===== src/rtl/alu_uart_ctrl.sv =====
// Sequencer between a UART RX/TX pair and a registered ALU: gathers A, B, opcode, waits ALU_LAT cycles,
// then transmits the result byte followed by a flags byte {0.., overflow, zero}. One transaction at a time.
module alu_uart_ctrl #(
    parameter int N       = 8,
    parameter int NSel    = 6,
    parameter int ALU_LAT = 2
) (
    input  logic            i_clock,
    input  logic            i_reset,
    input  logic [N-1:0]    i_rx_data,
    input  logic            i_rx_done,
    input  logic            i_tx_done,
    input  logic [N-1:0]    i_alu_Result,
    input  logic            i_overflow_Flag,
    input  logic            i_zero_Flag,
    output logic [N-1:0]    o_alu_A,
    output logic [N-1:0]    o_alu_B,
    output logic [NSel-1:0] o_alu_Op,
    output logic [N-1:0]    o_tx_data,
    output logic            o_tx_start,
    output logic            o_busy
);

    localparam int CW = (ALU_LAT > 1) ? $clog2(ALU_LAT) : 1;

    localparam logic [2:0] GET_A    = 3'd0;
    localparam logic [2:0] GET_B    = 3'd1;
    localparam logic [2:0] GET_OP   = 3'd2;
    localparam logic [2:0] EXEC     = 3'd3;
    localparam logic [2:0] SEND_RES = 3'd4;
    localparam logic [2:0] WAIT_RES = 3'd5;
    localparam logic [2:0] SEND_FLG = 3'd6;
    localparam logic [2:0] WAIT_FLG = 3'd7;

    logic [2:0]      r_state;
    logic [CW-1:0]   r_cnt;
    logic [N-1:0]    r_alu_a;
    logic [N-1:0]    r_alu_b;
    logic [NSel-1:0] r_alu_op;
    logic [N-1:0]    r_res;
    logic [1:0]      r_flg;
    logic [N-1:0]    r_tx_data;
    logic            r_tx_start;
    logic            w_lat_done;

    assign w_lat_done = (r_cnt == CW'(ALU_LAT - 1));

    always_ff @(posedge i_clock) begin
        if (i_reset) begin
            r_state    <= GET_A;
            r_cnt      <= '0;
            r_alu_a    <= '0;
            r_alu_b    <= '0;
            r_alu_op   <= '0;
            r_res      <= '0;
            r_flg      <= '0;
            r_tx_data  <= '0;
            r_tx_start <= 1'b0;
        end else begin
            // start is a single-cycle pulse; only the SEND states raise it
            r_tx_start <= 1'b0;
            case (r_state)
                GET_A: if (i_rx_done) begin
                    r_alu_a <= i_rx_data;
                    r_state <= GET_B;
                end
                GET_B: if (i_rx_done) begin
                    r_alu_b <= i_rx_data;
                    r_state <= GET_OP;
                end
                GET_OP: if (i_rx_done) begin
                    r_alu_op <= i_rx_data[NSel-1:0];
                    r_cnt    <= '0;
                    r_state  <= EXEC;
                end
                EXEC: begin
                    r_cnt <= r_cnt + 1'b1;
                    if (w_lat_done) begin
                        r_res   <= i_alu_Result;
                        r_flg   <= {i_overflow_Flag, i_zero_Flag};
                        r_state <= SEND_RES;
                    end
                end
                SEND_RES: begin
                    r_tx_data  <= r_res;
                    r_tx_start <= 1'b1;
                    r_state    <= WAIT_RES;
                end
                WAIT_RES: if (i_tx_done) r_state <= SEND_FLG;
                SEND_FLG: begin
                    r_tx_data  <= {{(N-2){1'b0}}, r_flg};
                    r_tx_start <= 1'b1;
                    r_state    <= WAIT_FLG;
                end
                WAIT_FLG: if (i_tx_done) r_state <= GET_A;
                default: begin
                    r_state    <= GET_A;
                    r_cnt      <= '0;
                    r_alu_a    <= '0;
                    r_alu_b    <= '0;
                    r_alu_op   <= '0;
                    r_res      <= '0;
                    r_flg      <= '0;
                    r_tx_data  <= '0;
                    r_tx_start <= 1'b0;
                end
            endcase
        end
    end

    assign o_alu_A    = r_alu_a;
    assign o_alu_B    = r_alu_b;
    assign o_alu_Op   = r_alu_op;
    assign o_tx_data  = r_tx_data;
    assign o_tx_start = r_tx_start;
    assign o_busy     = (r_state != GET_A);

endmodule


===== config.mk =====
export PLATFORM = sky130hd
export DESIGN_NAME = alu_uart_ctrl
export DESIGN_NICKNAME = d
export VERILOG_FILES = /design/src/rtl/alu_uart_ctrl.sv
export SDC_FILE = /design/constraint.sdc
export NUM_CORES = 1
export LEC_CHECK = 0
export BUFFER_PORTS_ARGS = -buffer_cell sky130_fd_sc_hd__buf_4
export CAP_MARGIN = 20
export CORE_AREA = 2 2 67 63
export CTS_CLUSTER_SIZE = 20
export DETAILED_ROUTE_END_ITERATION = 8
export DIE_AREA = 0 0 69 65
export GPL_ROUTABILITY_DRIVEN = 0
export PLACE_DENSITY = 0.81
export SLEW_MARGIN = 10
export SYNTH_ARGS = -nofsm -noshare
export SYNTH_HDL_FRONTEND = slang
export SYNTH_SLANG_ARGS = --single-unit

===== constraint.sdc =====
create_clock -name i_clock -period 1.86 [get_ports i_clock]
set_input_delay 0 -clock i_clock [delete_from_list [all_inputs] [get_ports i_clock]]
set_output_delay 0 -clock i_clock [all_outputs]
set_load 0.02 [all_outputs]

==> flow_metrics.env <==
export IMPL_status="finished clean"
export IMPL_clk_path_buf_depth=2
export IMPL_insertedDiodeCount=0
export IMPL_min_period_ns=1.571
export IMPL_layout_setup_ws_ns=0.2887
export IMPL_fin_area_mm2=0.002501
export IMPL_area_growth_syn_to_layout_pct=35.99
export IMPL_post_cts_buffers=0
export IMPL_ys_seq_area_frac=0.4898
export IMPL_comb_power_share=0.341
export IMPL_critPathRequiredTime_ns=2.03
export IMPL_cts_resized=0
export IMPL_criticalPathCategory="reg -> reg"
export IMPL_internal_power_w=0.001773
export IMPL_syn_nets=205
export IMPL_report_final_hold_viol_count=0
export IMPL_ant_nets=0
export IMPL_antenna_found_initial=0
export IMPL_numClockSinks=45
export IMPL_syn_area_mm2=0.001839
export IMPL_fmax_ghz=0.6364
export IMPL_num_io_pins=54
export IMPL_fin_setup_tns_ns=0
export IMPL_synth_most_common_cell="dfxtp_1"
export IMPL_drtPass1Iterations=4
export IMPL_grt_usage=0.1800
export IMPL_port_buffers=53
export IMPL_worstPathMaxFanout=10
export IMPL_rsz0062_at_grt="false"
export IMPL_post_dp_cell_area_mm2=0.002235
export IMPL_async_flop_share=0
export IMPL_irDropWorstVdd_v=0.0006867
export IMPL_viasPerCell=4.919
export IMPL_ys_types=29
export IMPL_grt_ovfl_total=0
export IMPL_synthTopCellsByCount="dfxtp_1, nor2_1, mux2i_1"
export IMPL_grt_pass1_wl_um=6492
export IMPL_p_clk_frac=0.228
export IMPL_finalClockSkew_ns=0.006923
export IMPL_dpl_hpwl_um=2554
export IMPL_powerDensity_mw_per_mm2=1044
export IMPL_synth_edff_count=0
export IMPL_dp_slack_ns=0.3007
export IMPL_clk_insertion_delay_late_ns=0.29
export IMPL_finalCritPeriodShare=0.8448
export IMPL_synthFlopType="dfxtp_1"
export IMPL_grt_max_degree=49
export IMPL_die_width_um=69
export IMPL_vias=1456
export IMPL_rows=22
export IMPL_dp_cells=271
export IMPL_slew_headroom=0.6892
export IMPL_hold_path_class="in -> reg"
export IMPL_core_area_mm2=0.003854
export IMPL_cts_htree_levels=2
export IMPL_fillers=336
export IMPL_final_cell_count_no_fill=296
export IMPL_cts_root_buf="clkbuf_8"
export IMPL_yosys_top_cells_area="dfxtp_1, mux2i_1, nor2_1"
export IMPL_end_kind="flip-flop"
export IMPL_die_h_um=65
export IMPL_post_route_util=0.6490
export IMPL_regArea_um2=900.9
export IMPL_synth_seq_cells=45
export IMPL_drv_cap=0
export IMPL_yosysTopAreaCellShare=0.4898
export IMPL_netSwitchingFraction=0.3211
export IMPL_syn_inst=179
export IMPL_drt_iter0_markers=114
export IMPL_final_nets=274
export IMPL_finalSetupViolCount=0
export IMPL_slew_viol_final=0
export IMPL_wl_um=3918
export IMPL_power_leakage_nw=1.268
export IMPL_worstPathArrival_ns=1.74
export IMPL_worstMarginPinSlew_ns=0.4662
export IMPL_p_sw_w=0.0008382
export IMPL_multi_input_area_um2=827.0
export IMPL_post_drt_wl_per_cell_um=13.24
export IMPL_grt_pass1_vias=1392
export IMPL_cts_inserted_buffers=5
export IMPL_drcViolationCount=0
export IMPL_cts_clk_slew_worst_paths_ns=0.08
export IMPL_yosysWarnings=0
export IMPL_cts_tree="built"
export IMPL_start_util=0.4773
export IMPL_pwr_share_seq=0.431
export IMPL_die_area_mm2=0.004485
export IMPL_drive_gt1_frac=0.2702
export IMPL_synth_largest_area_cell="dfxtp_1"
export IMPL_crit_path_start_kind="flip-flop"
export IMPL_avgSynthCellArea_um2=10.28
-- power by group through the flow --
stage | logic, W | registers, W | clock network [W]
floorplan | 0.000566 | 0.00122 | 0
global placement | 0.000846 | 0.00114 | 0
detailed placement | 0.000859 | 0.00115 | 0
CTS | 0.000891 | 0.00112 | 0.000602
global route | 0.000965 | 0.00114 | 0.000652
finish | 0.000890 | 0.00113 | 0.000596
-- sequential cells by signal, indices dropped and copies added, names as in the netlist --
name and count:
r_res 8, o_alu_B 8, r_cnt 1, r_state 3, r_flg 2, o_alu_Op 6, o_tx_start 1, o_tx_data 8
o_alu_A 8
-- area by class of cell --
cell class              instances  area share
clock buffers                   7     0.03452
inverters                       7     0.01051
multi-input cells             115      0.3307
flip-flops and latches         45      0.3602
well taps                      48     0.02401
repair buffers                 74      0.2401
-- placed cells by master (no fill, tap or decap), drive strengths merged --
cell type / n
a211o: 1
a21o: 2
a21oi: 2
a221oi: 2
a22oi: 6
and3b: 1
buf: 56
clkbuf: 7
dfxtp: 45
dlygate4sd3: 18
ha: 4
inv: 7
mux2i: 37
nand2: 1
nand2b: 4
nand3b: 4
nor2: 40
nor3: 1
o21ai: 2
o21bai: 1
o221ai: 1
o32ai: 1
or2: 1
or2b: 3
or3b: 1
-- what timing repair did --
action | in CTS | in global routing
endpoints found under the hold margin | 32 | 0
hold buffers | 18 | 0
setup endpoints to repair | 0 | 0
-- kinds of logic after synthesis --
logic type | count (synthesis) | synth area share
AOI/OAI and AO/OA | 18 | 0.07755
adders and majority gates | 4 | 0.02721
buffers and inverters | 19 | 0.06054
and+or+nand+nor | 56 | 0.1435
muxes | 37 | 0.2014
DFF | 45 | 0.4898
-- metrics by stage --
| stage | total power, W | hold WS, ns |
|---|---|---|
| 2_1_floorplan | 0.001784 | 0.1439 |
| 3_3_place_gp | 0.001988 | 0.2294 |
| 3_5_place_dp | 0.002006 | 0.2387 |
| 4_1_cts | 0.002617 | 0.07964 |
| 5_1_grt | 0.002755 | 0.1238 |
| 6_report | 0.002611 | 0.08070 |
-- routing by layer --
layer / up-vias / part of all wire / GRT usage
li1: 737 / - / -
met1: 688 / 0.45 / 0.2278
met2: 27 / 0.49 / 0.3017
met3: 4 / 0.044 / 0.04977
met4: 0 / 0.012 / 0.05147
met5: - / 0 / 0
-- worst paths after layout --
| kind | startpoint | to | slack [ns] | cells after the start |
|---|---|---|---|---|
| max | r_state[0] | r_state[2] | 0.29 | 5 |
| min | i_tx_done | r_state[2] | 0.08 | 4 |
| max reg2reg | r_state[0] | r_state[2] | 0.29 | 5 |
| min reg2reg | o_tx_data[0] | o_tx_data[0] | 0.48 | 2 |
-- worst max-delay path: stages (launching register included) --
cell     delay [ns]
dfxtp_1        0.38
inv_1          0.08
ha_1           0.34
o21ai_2        0.41
a21o_1         0.17
o32ai_1        0.07
No activity file was read; power rests on OpenSTA's default activity.
